File: src/rtl/fib_pkg.sv
// Shared types and default widths for the Fibonacci sequencer and its core.
package fib_pkg;

   localparam int FIB_WIDTH = 32;
   localparam int FIB_CNT_W = 8;

   typedef enum logic [1:0] {
      IDLE = 2'd0,
      EMIT = 2'd1,
      DONE = 2'd2
   } fib_state_e;

endpackage

File: src/rtl/fib_core.sv
// Fibonacci state pair (prev, cur) with per-register overflow tags and one adder.
module fib_core
   import fib_pkg::*;
#(
   parameter int WIDTH = FIB_WIDTH
) (
   input  logic             clk,
   input  logic             rst,
   input  logic             load,
   input  logic             step,
   input  logic [WIDTH-1:0] seed_a,
   input  logic [WIDTH-1:0] seed_b,
   output logic [WIDTH-1:0] prev,
   output logic             cur_ovf
);

   logic [WIDTH-1:0] prev_q, prev_d, cur_q, cur_d;
   logic             prev_ovf_q, prev_ovf_d, cur_ovf_q, cur_ovf_d;
   logic [WIDTH-1:0] sum;
   logic             carry;

   always_comb begin
      {carry, sum} = {1'b0, prev_q} + {1'b0, cur_q};
      prev_d     = prev_q;
      cur_d      = cur_q;
      prev_ovf_d = prev_ovf_q;
      cur_ovf_d  = cur_ovf_q;
      if (load) begin
         prev_d     = seed_a;
         cur_d      = seed_b;
         prev_ovf_d = 1'b0;
         cur_ovf_d  = 1'b0;
      end else if (step) begin
         // The tag follows a wrapped value forward so later terms stay marked.
         prev_d     = cur_q;
         prev_ovf_d = cur_ovf_q;
         cur_d      = sum;
         cur_ovf_d  = carry | prev_ovf_q | cur_ovf_q;
      end
   end

   always_ff @(posedge clk) begin
      if (rst) begin
         prev_q     <= '0;
         cur_q      <= '0;
         prev_ovf_q <= 1'b0;
         cur_ovf_q  <= 1'b0;
      end else begin
         prev_q     <= prev_d;
         cur_q      <= cur_d;
         prev_ovf_q <= prev_ovf_d;
         cur_ovf_q  <= cur_ovf_d;
      end
   end

   assign prev    = prev_q;
   assign cur_ovf = cur_ovf_q;

endmodule

File: src/rtl/fib_seq_ctrl.sv
// Job sequencer: loads the Fibonacci core, streams terms over valid/ready and stops before a wrapped term.
module fib_seq_ctrl
   import fib_pkg::*;
#(
   parameter int WIDTH = FIB_WIDTH,
   parameter int CNT_W = FIB_CNT_W
) (
   input  logic             clk,
   input  logic             rst,
   input  logic             start,
   input  logic [CNT_W-1:0] n_terms,
   input  logic [WIDTH-1:0] seed_a,
   input  logic [WIDTH-1:0] seed_b,
   input  logic             abort,
   output logic [WIDTH-1:0] term,
   output logic [CNT_W-1:0] term_idx,
   output logic             term_valid,
   input  logic             term_ready,
   output logic             busy,
   output logic             done,
   output logic             overflow
);

   localparam logic [CNT_W-1:0] CNT_ONE = CNT_W'(1);

   fib_state_e       state_q, state_d;
   logic [CNT_W-1:0] idx_q, idx_d, n_q, n_d;
   logic             ovf_q, ovf_d;
   logic             valid_q, busy_q, done_q;
   logic             core_load, core_step, core_cur_ovf, handshake;
   logic [WIDTH-1:0] core_prev;

   fib_core #(
      .WIDTH (WIDTH)
   ) u_core (
      .clk     (clk),
      .rst     (rst),
      .load    (core_load),
      .step    (core_step),
      .seed_a  (seed_a),
      .seed_b  (seed_b),
      .prev    (core_prev),
      .cur_ovf (core_cur_ovf)
   );

   assign handshake = valid_q && term_ready;

   always_comb begin
      state_d   = state_q;
      idx_d     = idx_q;
      n_d       = n_q;
      ovf_d     = ovf_q;
      core_load = 1'b0;
      core_step = 1'b0;
      case (state_q)
         IDLE: begin
            if (start) begin
               ovf_d = 1'b0;
               n_d   = n_terms;
               if (n_terms != '0) begin
                  core_load = 1'b1;
                  idx_d     = '0;
                  state_d   = EMIT;
               end else begin
                  state_d = DONE;
               end
            end
         end
         EMIT: begin
            if (handshake) begin
               if (idx_q == n_q - CNT_ONE) begin
                  state_d = DONE;
               end else begin
                  core_step = 1'b1;
                  idx_d     = idx_q + CNT_ONE;
                  // cur_ovf becomes prev_ovf after this step: the next term would be wrapped.
                  if (core_cur_ovf) begin
                     ovf_d   = 1'b1;
                     state_d = DONE;
                  end
               end
            end
            if (abort) begin
               ovf_d   = ovf_q;
               state_d = IDLE;
            end
         end
         DONE: begin
            state_d = IDLE;
         end
         default: begin
            state_d = IDLE;
         end
      endcase
   end

   always_ff @(posedge clk) begin
      if (rst) begin
         state_q <= IDLE;
         idx_q   <= '0;
         n_q     <= '0;
         ovf_q   <= 1'b0;
         valid_q <= 1'b0;
         busy_q  <= 1'b0;
         done_q  <= 1'b0;
      end else begin
         state_q <= state_d;
         idx_q   <= idx_d;
         n_q     <= n_d;
         ovf_q   <= ovf_d;
         valid_q <= (state_d == EMIT);
         busy_q  <= (state_d == EMIT);
         done_q  <= (state_d == DONE);
      end
   end

   assign term       = core_prev;
   assign term_idx   = idx_q;
   assign term_valid = valid_q;
   assign busy       = busy_q;
   assign done       = done_q;
   assign overflow   = ovf_q;

endmodule

File: config.mk
export PLATFORM = sky130hd
export DESIGN_NAME = fib_seq_ctrl
export DESIGN_NICKNAME = d
export VERILOG_FILES = /design/src/rtl/fib_pkg.sv /design/src/rtl/fib_core.sv /design/src/rtl/fib_seq_ctrl.sv
export SDC_FILE = /design/constraint.sdc
export NUM_CORES = 1
export LEC_CHECK = 0
export BUFFER_PORTS_ARGS = -buffer_cell sky130_fd_sc_hd__buf_2
export CAP_MARGIN = 20
export CORE_UTILIZATION = 39
export DETAILED_ROUTE_END_ITERATION = 8
export PLACE_DENSITY = 0.65
export SYNTH_ARGS = -nofsm -noshare
export SYNTH_HDL_FRONTEND = slang
export SYNTH_SLANG_ARGS = --single-unit
File: constraint.sdc
create_clock -name clk -period 7.7 [get_ports clk]
set_clock_uncertainty 0.1 [all_clocks]
set_input_delay 0.77 -clock clk [delete_from_list [all_inputs] [get_ports clk]]
set_output_delay 0.77 -clock clk [all_outputs]
set_load 0.01 [all_outputs]
---- Word-level counts from Yosys, hierarchy flattened ----
Cells that the tools add are included.
cells by class
  reduce and logical (&&, ||, !) cells .... 9
  equal/unequal tests ..................... 10
  bitwise logic cells ..................... 2
  add/sub/neg operators ................... 3
  muxes and demuxes ....................... 28
operators with widths
  kind                 count
  $mux 32              4
  $add 32x32->33       1
  $mux 8               4
  $pmux 8 s2           1
  $mux 2               6
  $mux 1               11
  $ne 2x2->1 const B   5
  $add 8x1->8 const B  1
  $eq 8x8->1           1
  $reduce_bool 8->1    1
  $sub 8x1->8 const B  1
  $reduce_and 6->1     1
  $reduce_and 5->1     1
  $eq 2x1->1 const B   2
  $pmux 2 s2           1
  $reduce_bool 2->1    2
  $eq 2x2->1 const B   1
  $logic_not 2->1      1
  $ne 2x1->1 const B   1
  $or 1x1->1           2
  $pmux 1 s2           1
  $reduce_and 2->1     1
  $reduce_or 2->1      1
  $logic_and 1x1->1    1
word-level totals
  input bits .............................. 77
  word-level logic and storage cells ...... 62
  register bits ........................... 87
  output and inout port bits .............. 44

---- Depth between registers and ports, before layout ----
Gate-level depths: netlist of the first run.
  word-level depth ........................ 7
  mapped depth ............................ 12
  depth with buffers taken out ............ 10

---- Cells and area by module ----
Synthesis of the first run repeated with hierarchy kept, for this count alone.
unflattened totals
  cell total of the unflattened synthesis .. 773
  area total of the unflattened synthesis .. 5970.7 um2
modules (own cells, without submodules)
  module        cells an instance  times used  area each (um2)
  fib_core      619                1           4759.6
  fib_seq_ctrl  154                1           1211.2

---- Worst setup path after synthesis of the first run ----
OpenSTA, ideal clock, no wires.
  path kind ............................... reg2reg
  start ................................... reg u_core.prev_q[0] (netlist: u_core.prev[0])
  end ..................................... reg u_core.cur_q[26]
  setup slack ............................. 4985 ps
  data required time ...................... 7514 ps
  library setup time ...................... 86 ps
  path buffers ............................ 0
  data arrival time ....................... 2529 ps
  cell stages (with the launch flop) ...... 11
  cells stage by stage .................... dfxtp_1 ha_1 fa_1 a21oi_1 o21ai_0 and3_1 o21ai_0 a21boi_0 o41ai_2 xor2_1 a211oi_1
on the way
  cells in the longest elaborated chain, start to end .. 3
RTL lines
  what                    RTL line        text
  start, declared         fib_core.sv:17  logic [WIDTH-1:0] prev_q, prev_d, cur_q, cur_d;
  start signal, assigned  fib_core.sv:49  prev_q <= prev_d;
  $add 32x32->33          fib_core.sv:23  {carry, sum} = {1'b0, prev_q} + {1'b0, cur_q};
  $mux 32                 fib_core.sv:33  end else if (step) begin
  $mux 32                 fib_core.sv:28  if (load) begin
  end signal, assigned    fib_core.sv:50  cur_q <= cur_d;
  end, declared           fib_core.sv:17
Every way passes these cells. The select of a mux whose other input is x is not followed.
A chain may end at the register's enable or synchronous reset.

---- Final worst setup path of the first run ----
  start ................................... reg n_q[0]
  end ..................................... reg u_core.cur_q[8]
on the way
  cells in the longest elaborated chain, start to end .. 6
RTL lines
  what                         RTL line             text
  start, declared              fib_seq_ctrl.sv:27   logic [CNT_W-1:0] idx_q, idx_d, n_q, n_d;
  start signal, assigned       fib_seq_ctrl.sv:109  n_q <= n_d;
  $sub 8x1->8                  fib_seq_ctrl.sv:71   if (idx_q == n_q - CNT_ONE) begin
  $eq 8x8->1                   fib_seq_ctrl.sv:71
  $mux 1                       fib_seq_ctrl.sv:71
  $mux 1                       fib_seq_ctrl.sv:70   if (handshake) begin
  $mux 1                       fib_seq_ctrl.sv:55   case (state_q)
  $reduce_bool 2->1 (no line)  n/a
Every way passes these cells.

==> report_table.html, run 1 <==
<table>
<tr><th>Metric</th><th>Value</th></tr>
<tr><th colspan="2">Finish</th></tr>
<tr><td>Fraction of layout instances using a drive strength above 1</td><td>0.191</td></tr>
<tr><td>Synthesis-to-finish area growth</td><td>18.1%</td></tr>
<tr><td>Final design utilization</td><td>0.471</td></tr>
<tr><td>Final instance count without filler cells</td><td>~950</td></tr>
<tr><td>Count of nets after finishing</td><td>between 800 and 900</td></tr>
<tr><td># diodes</td><td>0</td></tr>
<tr><th colspan="2">Outcome</th></tr>
<tr><td>Run status</td><td>finished clean</td></tr>
<tr><th colspan="2">Yosys</th></tr>
<tr><td>Number of synthesized flops with an enable pin</td><td>0</td></tr>
<tr><td>Share of cell area taken by muxes after synthesis</td><td>0.0527</td></tr>
<tr><td>Post-Synthesis Mean Instance Area</td><td>a little over 8 um^2</td></tr>
<tr><td>Commonest cells in the synthesized netlist</td><td>87 x sky130_fd_sc_hd__dfxtp_1, 71 x sky130_fd_sc_hd__nor2_1, 68 x sky130_fd_sc_hd__a21oi_1, 67 x sky130_fd_sc_hd__nand2_1, 34 x sky130_fd_sc_hd__ha_1</td></tr>
<tr><td>Yosys top cell area share</td><td>0.315</td></tr>
<tr><td>Fraction of registers with async set or reset after synthesis</td><td>0</td></tr>
<tr><td>Adder-Cell Fraction of Synth Area</td><td>0.0805</td></tr>
<tr><td>Leading post-synthesis cells by cell area</td><td>sky130_fd_sc_hd__dfxtp_1 31%, sky130_fd_sc_hd__ha_1 7.7%, sky130_fd_sc_hd__a21oi_1 6.2%</td></tr>
<tr><td>Count of state elements after synthesis</td><td>slightly below 90</td></tr>
<tr><td>Fraction of synthesized cell area in xor and xnor cells</td><td>0.0586</td></tr>
<tr><td>Dominant combinational cell family by area after synthesis</td><td>compound AO/OA/AOI/OAI gates</td></tr>
<tr><td>Yosys synthesis warning count</td><td>0</td></tr>
<tr><td>Simple logic cell fraction of the synthesized area</td><td>0.183</td></tr>
<tr><td>Proportion of synthesized chip area in sequential cells</td><td>0.315</td></tr>
<tr><td>Syn Std Cell Area</td><td>roughly 5500 um^2</td></tr>
<tr><td>Area fraction in compound gates after synthesis</td><td>0.270</td></tr>
<tr><td>Cells after synthesis</td><td>670</td></tr>
<tr><td>Largest area contributor in the netlist</td><td>sky130_fd_sc_hd__dfxtp_1</td></tr>
<tr><td>Synthesized Nets</td><td>782</td></tr>
<tr><td>Number of distinct library cells after synthesis</td><td>60</td></tr>
<tr><td>Cell with the most instances after synthesis</td><td>sky130_fd_sc_hd__dfxtp_1</td></tr>
<tr><td>Leading register cell type out of synthesis</td><td>sky130_fd_sc_hd__dfxtp_1</td></tr>
<tr><th colspan="2">Timing</th></tr>
<tr><td>Post-route minimum period</td><td>between 3 and 4 ns</td></tr>
<tr><td>Least-Margin Pin Slew</td><td>~1.0 ns</td></tr>
<tr><td>Worst slew margin</td><td>0.323</td></tr>
<tr><td>Final total negative setup slack</td><td>0 ns</td></tr>
<tr><td>Final setup violation count</td><td>0</td></tr>
<tr><td>FMAX</td><td>roughly 0.3 GHz</td></tr>
<tr><td>Final hold violation count</td><td>0</td></tr>
<tr><td>Slew Limit Fails</td><td>0</td></tr>
<tr><td>Hold slack final</td><td>0.378 ns</td></tr>
<tr><td>RSZ-0062 raised after global routing</td><td>no</td></tr>
<tr><td>Crit share post-route</td><td>0.440</td></tr>
<tr><th colspan="2">Clocking</th></tr>
<tr><td>CTS hold repair buffers</td><td>0</td></tr>
<tr><td>Clk Latency, worst-skew pair</td><td>~0.35 ns</td></tr>
<tr><td>Clock net sink count</td><td>87</td></tr>
<tr><td>Root buffer cell</td><td>sky130_fd_sc_hd__clkbuf_16</td></tr>
<tr><td>CTS tree</td><td>done</td></tr>
<tr><td>Count of cells resized by post-cts repair</td><td>0</td></tr>
<tr><td>H-tree lvl count</td><td>3</td></tr>
<tr><td>CTS Buf Count</td><td>9</td></tr>
<tr><td>Maximum buffer depth of the clock tree</td><td>2</td></tr>
<tr><td>Total setup buffers inserted after CTS</td><td>0</td></tr>
<tr><td>Clock transition at the registers of the reported paths</td><td>~0.06 ns</td></tr>
<tr><th colspan="2">Critical path</th></tr>
<tr><td>Kind of cell adding the most delay to the critical path</td><td>compound AO/OA/AOI/OAI gates</td></tr>
<tr><td>Slack of the worst reg-to-reg path</td><td>roughly 4.3 ns</td></tr>
<tr><td>Cell-by-cell listing of the critical path</td><td>or4_4 &gt; a211o_1 &gt; a21oi_1 &gt; o2111a_1 &gt; nor2_8 &gt; buf_4 &gt; nor2_8 &gt; a22oi_1 &gt; a21oi_1</td></tr>
<tr><td>Nature of the critical path endpoint</td><td>flop</td></tr>
<tr><td>Crit path largest cell delay</td><td>around 0.56 ns</td></tr>
<tr><td>Required arrival time at the worst endpoint</td><td>7.88 ns</td></tr>
<tr><td>Count of cells along the worst register-to-register path</td><td>9</td></tr>
<tr><td>Reg-to-reg critical path endpoint</td><td>u_core.cur_q[8]</td></tr>
<tr><td>Arrival @ worst endpoint</td><td>approximately 3.6 ns</td></tr>
<tr><td>Worst Path Buf+Inv</td><td>1</td></tr>
<tr><td>Critical-path maximum fanout</td><td>73</td></tr>
<tr><td>Worst setup path class</td><td>reg2reg</td></tr>
<tr><td>Slowest-stage cell, CP</td><td>sky130_fd_sc_hd__or4_4</td></tr>
<tr><td>CP startpoint kind</td><td>flop</td></tr>
<tr><td>Worst r2r src</td><td>n_q[0]</td></tr>
<tr><td>Critical Path Source</td><td>n_q[0]</td></tr>
<tr><th colspan="2">Placement</th></tr>
<tr><td>Number of instances in the placed design</td><td>about 940</td></tr>
<tr><td>Routability congestion estimate from global placement</td><td>between 0.8 and 0.9</td></tr>
<tr><td>Port Buf Inserts</td><td>120</td></tr>
<tr><td>Detailed placer's ending HPWL</td><td>between 10000 and 15000 um</td></tr>
<tr><th colspan="2">Route</th></tr>
<tr><td>DRC Markers</td><td>0</td></tr>
<tr><td>Mean routed wirelength per cell</td><td>15.6 um</td></tr>
<tr><td>Aggregate routed wire length</td><td>14900 um</td></tr>
<tr><td>Remaining number of nets flagged by the antenna check after routing</td><td>0</td></tr>
<tr><td>Number of iterations in the first detailed-routing pass</td><td>5</td></tr>
<tr><td>Number of vias after detailed routing</td><td>between 5000 and 6000</td></tr>
<tr><td>Detailed Route Iter0 Violations</td><td>about 340</td></tr>
<tr><td>Vias/cell</td><td>~5.5</td></tr>
<tr><th colspan="2">Pwr</th></tr>
<tr><td>Total power</td><td>roughly 1.2 mW</td></tr>
<tr><td>Power density normalized to cell area</td><td>approximately 190 nW/um^2</td></tr>
<tr><td>Leakage power</td><td>2.81 nW</td></tr>
<tr><td>Worst vdd ir</td><td>approximately 0.00012 V</td></tr>
<tr><th colspan="2">Floorplanning</th></tr>
<tr><td>Overall die width</td><td>between 100 and 150 um</td></tr>
<tr><td>Area of the die</td><td>~15000 um^2</td></tr>
<tr><td>DIE HEIGHT</td><td>between 100 and 150 um</td></tr>
<tr><td>Ports placed on the boundary</td><td>roughly 120</td></tr>
<tr><td>Starting density of the core</td><td>0.399</td></tr>
<tr><td>Cell row count</td><td>43</td></tr>
<tr><td>Core footprint</td><td>about 14000 um^2</td></tr>
<tr><th colspan="2">Run</th></tr>
<tr><td>Max-cap violations</td><td>0</td></tr>
<tr><th colspan="2">GRT</th></tr>
<tr><td>All-Layer GR Usage</td><td>0.211</td></tr>
<tr><td>Initial antenna violation count</td><td>0</td></tr>
<tr><td>Global-route wire length before repair</td><td>roughly 25000 um</td></tr>
<tr><td>Largest net degree at the start of global routing</td><td>75</td></tr>
<tr><td>Sum of overflow across all layers after global routing</td><td>0</td></tr>
<tr><td>Via count of the first global-routing pass</td><td>4942</td></tr>
<tr><th colspan="2">Min path</th></tr>
<tr><td>Hold Path Class</td><td>reg2reg</td></tr>
<tr><td>Hold Crit Depth</td><td>2</td></tr>
<tr><td>End of the worst hold path</td><td>u_core.cur_q[2]</td></tr>
<tr><td>Source of the worst hold timing path</td><td>u_core.cur_q[2]</td></tr>
</table>
[metrics by stage]
stage / worst slack (ns) / cell area [um^2]
2_1_floorplan: 4.99 / 5530
6_report: 4.32 / 6530
5_1_grt: 4.12 / 6530
4_1_cts: 4.33 / 6530
3_5_place_dp: 4.36 / 6220
3_3_place_gp: 4.44 / 6220
[power by group]
| group | switching, mW | internal [mW] |
|---|---|---|
| Sequential | 0.0279 | 0.480 |
| Combinational | 0.152 | 0.111 |
| Clock | 0.187 | 0.290 |
[layout make-up]
cell class,instances,area (um^2)
Fill cell,1398,7350
Multi-Input combinational cell,537,3590
Sequential cell,87,1740
Timing Repair Buffer,123,623
Clock buffer,11,243
Tap cell,180,225
Clock inverter,3,68.8
Inverter,12,45.0
[registers in the layout, summed over array words and instances, names as in the netlist]
signal	count
u_core.prev_ovf_q	1
u_core.cur_q	32
u_core.cur_ovf	1
overflow	1
busy	1
done	1
u_core.prev	32
term_idx	8
n_q	8
state_q	2
[kinds of logic after synthesis]
group	Yosys count
adder cells (fa/ha/maj)	35
buffers and inverters	46
flip-flops	87
AO/OA/AOI/OAI	225
multiplexers	29
XOR/XNOR	37
AND/OR/NAND/NOR	211
[metal layers]
layer | wire, um | share of wire | global-route usage
met5 | 0 | 0 | 0
met4 | 169 | 0.011 | 0.0602
met3 | 777 | 0.052 | 0.0428
met2 | 6600 | 0.44 | 0.323
met1 | 7360 | 0.49 | 0.297
[worst max-delay path by stage]
stage / end / slack (ns) / depth (start not counted)
finish: u_core.cur_q[8] / 4.32 / 9
global route: u_core.cur_q[15] / 4.12 / 9
CTS: u_core.cur_q[8] / 4.33 / 9
detailed placement: u_core.cur_q[8] / 4.36 / 9
global placement: u_core.cur_q[7] / 4.44 / 9
floorplan: u_core.cur_q[26] / 4.99 / 10
[cells in the final DEF, fill, tap and decap left out, drive strengths merged, types with 11 or more instances in the layout]
master	n
xnor2	16
a22oi	25
ha	34
a21oi	68
inv	12
a21o	15
clkbuf	11
a211oi	33
nand3	11
dfxtp	87
o21ai	29
nor2	73
mux2i	28
nand2	67
buf	123
xor2	21
[worst register-to-register path: stages (launching register included)]
cell	delay, ns
sky130_fd_sc_hd__dfxtp_1	0.35
sky130_fd_sc_hd__or4_4	0.56
sky130_fd_sc_hd__a211o_1	0.24
sky130_fd_sc_hd__a21oi_1	0.17
sky130_fd_sc_hd__o2111a_1	0.54
sky130_fd_sc_hd__nor2_8	0.06
sky130_fd_sc_hd__buf_4	0.41
sky130_fd_sc_hd__nor2_8	0.54
sky130_fd_sc_hd__a22oi_1	0.17
sky130_fd_sc_hd__a21oi_1	0.19
Power figures use the tool's default switching activity.
==> run 2: changes to the inputs <==
Clock period 7.7 ns to 3.15 ns, I/O delays scaled along.
==> run 2 against run 1 <==
Net effect: worst setup slack worse by 4.1 ns; global-route usage grew 0.18 points; sequential power increased by 140%; final cell count increased by 1.2%; utilization is 0.39 points higher.
==> report_table.html, run 2 (synthesis gave the netlist of run 1 again) <==
<table>
<tr><th>Metric</th><th>Value</th></tr>
<tr><th colspan="2">Timing</th></tr>
<tr><td>FMAX</td><td>0.346 GHz (was 0.295 GHz)</td></tr>
<tr><td>Final setup violation count</td><td>0 (unchanged)</td></tr>
<tr><td>Worst slew margin</td><td>0.342 (was 0.323)</td></tr>
<tr><td>RSZ-0062 raised after global routing</td><td>no (unchanged)</td></tr>
<tr><td>Post-route minimum period</td><td>2.89 ns (was 3.38 ns)</td></tr>
<tr><td>Final total negative setup slack</td><td>0 ns (unchanged)</td></tr>
<tr><td>Least-Margin Pin Slew</td><td>0.984 ns (was 1.01 ns)</td></tr>
<tr><td>Final hold violation count</td><td>0 (unchanged)</td></tr>
<tr><td>Crit share post-route</td><td>0.917 (was 0.440)</td></tr>
<tr><td>Slew Limit Fails</td><td>0 (unchanged)</td></tr>
<tr><th colspan="2">Critical path</th></tr>
<tr><td>Arrival @ worst endpoint</td><td>3.06 ns (was 3.57 ns)</td></tr>
<tr><td>Cell type with the highest occurrence count on the critical path</td><td>sky130_fd_sc_hd__o21ai_0</td></tr>
<tr><td>Slack of the worst reg-to-reg path</td><td>0.26 ns (was 4.32 ns)</td></tr>
<tr><td>Reg-to-reg critical path endpoint</td><td>u_core.cur_q[26] (was u_core.cur_q[8])</td></tr>
<tr><td>Cell-by-cell listing of the critical path</td><td>ha_1 &gt; fa_1 &gt; a21oi_1 &gt; o21ai_0 &gt; and3_1 &gt; o21ai_0 &gt; buf_4 &gt; a21boi_0 &gt; o41ai_2 &gt; xor2_1 &gt; a211oi_1 (was or4_4 &gt; a211o_1 &gt; a21oi_1 &gt; o2111a_1 &gt; nor2_8 &gt; buf_4 &gt; nor2_8 &gt; a22oi_1 &gt; a21oi_1)</td></tr>
<tr><td>Nature of the critical path endpoint</td><td>flop (unchanged)</td></tr>
<tr><td>Crit path largest cell delay</td><td>0.40 ns (was 0.56 ns)</td></tr>
<tr><td>Worst setup path class</td><td>reg2reg (unchanged)</td></tr>
<tr><td>Worst r2r src</td><td>u_core.prev[0] (was n_q[0])</td></tr>
<tr><td>Slowest-stage cell, CP</td><td>sky130_fd_sc_hd__fa_1 (was sky130_fd_sc_hd__or4_4)</td></tr>
<tr><td>Required arrival time at the worst endpoint</td><td>3.32 ns (was 7.88 ns)</td></tr>
<tr><td>Critical-path maximum fanout</td><td>4 (was 73)</td></tr>
<tr><td>Count of cells along the worst register-to-register path</td><td>11 (was 9)</td></tr>
<tr><td>CP startpoint kind</td><td>flop (unchanged)</td></tr>
<tr><th colspan="2">Route</th></tr>
<tr><td>DRC Markers</td><td>0 (unchanged)</td></tr>
<tr><td>Aggregate routed wire length</td><td>15000 um (was 14900 um)</td></tr>
<tr><td>Remaining number of nets flagged by the antenna check after routing</td><td>0 (unchanged)</td></tr>
<tr><td>Mean routed wirelength per cell</td><td>15.6 um (about the same)</td></tr>
<tr><td>Number of vias after detailed routing</td><td>5356 (was 5263)</td></tr>
<tr><td>Detailed Route Iter0 Violations</td><td>252 (was 341)</td></tr>
<tr><td>Vias/cell</td><td>5.56 (was 5.52)</td></tr>
<tr><td>Number of iterations in the first detailed-routing pass</td><td>5 (unchanged)</td></tr>
<tr><th colspan="2">Min path</th></tr>
<tr><td>Hold Path Class</td><td>in2reg (was reg2reg)</td></tr>
<tr><td>Hold Crit Depth</td><td>3 (was 2)</td></tr>
<tr><td>Source of the worst hold timing path</td><td>seed_b[7] (was u_core.cur_q[2])</td></tr>
<tr><td>End of the worst hold path</td><td>u_core.cur_q[7] (was u_core.cur_q[2])</td></tr>
<tr><th colspan="2">Finish</th></tr>
<tr><td>Fraction of layout instances using a drive strength above 1</td><td>0.202 (was 0.191)</td></tr>
<tr><td>Highest-count cells in the layout ignoring fill and taps</td><td>120 x sky130_fd_sc_hd__buf_2, 87 x sky130_fd_sc_hd__dfxtp_1, 70 x sky130_fd_sc_hd__nor2_1 (unchanged)</td></tr>
<tr><td># diodes</td><td>0 (unchanged)</td></tr>
<tr><td>Fill cell count</td><td>1435 (was 1398)</td></tr>
<tr><td>Synthesis-to-finish area growth</td><td>19.1% (was 18.1%)</td></tr>
<tr><td>Final design utilization</td><td>0.474 (was 0.471)</td></tr>
<tr><td>Count of nets after finishing</td><td>892 (was 882)</td></tr>
<tr><td>Commonest non-fill, non-tap cell in the layout</td><td>sky130_fd_sc_hd__buf_2 (unchanged)</td></tr>
<tr><th colspan="2">GRT</th></tr>
<tr><td>Initial antenna violation count</td><td>1 (was 0)</td></tr>
<tr><td>Largest net degree at the start of global routing</td><td>75 (unchanged)</td></tr>
<tr><td>Global-route track usage on met2</td><td>0.332 (was 0.323)</td></tr>
<tr><td>Global-route wire length before repair</td><td>24800 um (was 24700 um)</td></tr>
<tr><td>All-Layer GR Usage</td><td>0.213 (was 0.211)</td></tr>
<tr><td>Met3 layer usage reported by global route</td><td>0.0442 (was 0.0428)</td></tr>
<tr><td>Sum of overflow across all layers after global routing</td><td>0 (unchanged)</td></tr>
<tr><td>Via count of the first global-routing pass</td><td>5149 (was 4942)</td></tr>
<tr><td>Peak-usage layer in the global routing report</td><td>met2 (unchanged)</td></tr>
<tr><td>GR Util met1</td><td>0.285 (was 0.297)</td></tr>
<tr><th colspan="2">Clocking</th></tr>
<tr><td>Count of cells resized by post-cts repair</td><td>0 (unchanged)</td></tr>
<tr><td>Clock transition at the registers of the reported paths</td><td>0.06 ns (about the same)</td></tr>
<tr><td>Root buffer cell</td><td>sky130_fd_sc_hd__clkbuf_16 (unchanged)</td></tr>
<tr><td>H-tree lvl count</td><td>3 (unchanged)</td></tr>
<tr><td>Clk Latency, worst-skew pair</td><td>0.36 ns (was 0.35 ns)</td></tr>
<tr><td>CTS hold repair buffers</td><td>0 (unchanged)</td></tr>
<tr><td>CTS tree</td><td>done (unchanged)</td></tr>
<tr><td>Total setup buffers inserted after CTS</td><td>0 (unchanged)</td></tr>
<tr><td>Maximum buffer depth of the clock tree</td><td>2 (unchanged)</td></tr>
<tr><td>Clock net sink count</td><td>87 (unchanged)</td></tr>
<tr><td>CTS Buf Count</td><td>9 (unchanged)</td></tr>
<tr><th colspan="2">Pwr</th></tr>
<tr><td>Worst vdd ir</td><td>0.000295 V (was 0.000122 V)</td></tr>
<tr><td>Leakage power</td><td>2.85 nW (was 2.81 nW)</td></tr>
<tr><td>Power density normalized to cell area</td><td>452 nW/um^2 (was 191 nW/um^2)</td></tr>
<tr><th colspan="2">Floorplanning</th></tr>
<tr><td>Starting density of the core</td><td>0.399 (unchanged)</td></tr>
<tr><td>DIE HEIGHT</td><td>121 um (unchanged)</td></tr>
<tr><td>Overall die width</td><td>121 um (unchanged)</td></tr>
<tr><td>Area of the die</td><td>14700 um^2 (unchanged)</td></tr>
<tr><td>Ports placed on the boundary</td><td>121 (unchanged)</td></tr>
<tr><td>Cell row count</td><td>43 (unchanged)</td></tr>
<tr><td>Core footprint</td><td>13900 um^2 (unchanged)</td></tr>
<tr><th colspan="2">Placement</th></tr>
<tr><td>Detailed placer's ending HPWL</td><td>10800 um (was 10500 um)</td></tr>
<tr><td>Routability congestion estimate from global placement</td><td>0.915 (was 0.841)</td></tr>
<tr><td>Port Buf Inserts</td><td>120 (unchanged)</td></tr>
<tr><th colspan="2">Outcome</th></tr>
<tr><td>Run status</td><td>finished clean (unchanged)</td></tr>
<tr><th colspan="2">Run</th></tr>
<tr><td>Max-cap violations</td><td>0 (unchanged)</td></tr>
</table>
run 2: changes by cell type in the layout (fill, tap and decap cells not counted), sizes merged:
cell and change:
buf +10, bufinv -1, clkbuf +1, clkinv +1
run 2: per-stage QoR:
| step | cells | cell area, um^2 | setup WS (ns) | power (mW) | hold WS, ns |
|---|---|---|---|---|---|
| detailed placement | 949 | 6300 | 0.238 | 1.91 | 0.369 |
| global route | 964 | 6590 | 0.0183 | 3.12 | 0.106 |
| CTS | 964 | 6590 | 0.224 | 3.00 | 0.0815 |
| floorplan | 670 | 5530 | 0.435 | 1.71 | 0.348 |
| global placement | 949 | 6300 | 0.306 | 1.91 | 0.363 |
| finish | 964 | 6590 | 0.262 | 2.98 | 0.0914 |
run 2: worst max-delay path by stage:
stage	start	endpoint	slack (ns)	depth (start not counted)
floorplan	u_core.prev[0]	u_core.cur_q[26]	0.44	10
global placement	u_core.prev[0]	u_core.cur_q[26]	0.31	11
detailed placement	u_core.prev[0]	u_core.cur_q[26]	0.24	11
CTS	u_core.prev[0]	u_core.cur_q[26]	0.22	11
global route	u_core.prev[0]	u_core.cur_q[26]	0.02	11
finish	u_core.prev[0]	u_core.cur_q[26]	0.26	11
run 2: layout make-up:
| cell class | instances | area [um^2] | share of cell area |
|---|---|---|---|
| clock buffer | 12 | 246 | 0.0374 |
| clock inverter | 3 | 43.8 | 0.00665 |
| inverter | 12 | 45.0 | 0.00684 |
| multi-input combinational | 537 | 3590 | 0.544 |
| sequential | 87 | 1740 | 0.264 |
| tap | 180 | 225 | 0.0342 |
| timing repair buffer | 133 | 698 | 0.106 |
run 2: routing by layer:
layer  up-vias  part of all wire
li1       2722                 -
met1      2495              0.48
met2       124              0.44
met3        15             0.059
met4         0             0.016
met5         -                 0
run 2: worst max-delay path: cells and delay by family (launching register included):
family                     cells  cell delay (ns)
AOI/OAI and AO/OA              6             1.27
xor gates and xnor gates       1             0.11
DFF                            1             0.32
and+or+nand+nor                1             0.24
adders and majority gates      2             0.62
buffers and inverters          1             0.16
run 2: power by group:
part	switching, mW	leakage (nW)	total [mW]	internal [mW]
logic	0.376	1.99	0.653	0.277
clock network	0.453	0.143	1.09	0.633
registers	0.0661	0.716	1.24	1.17
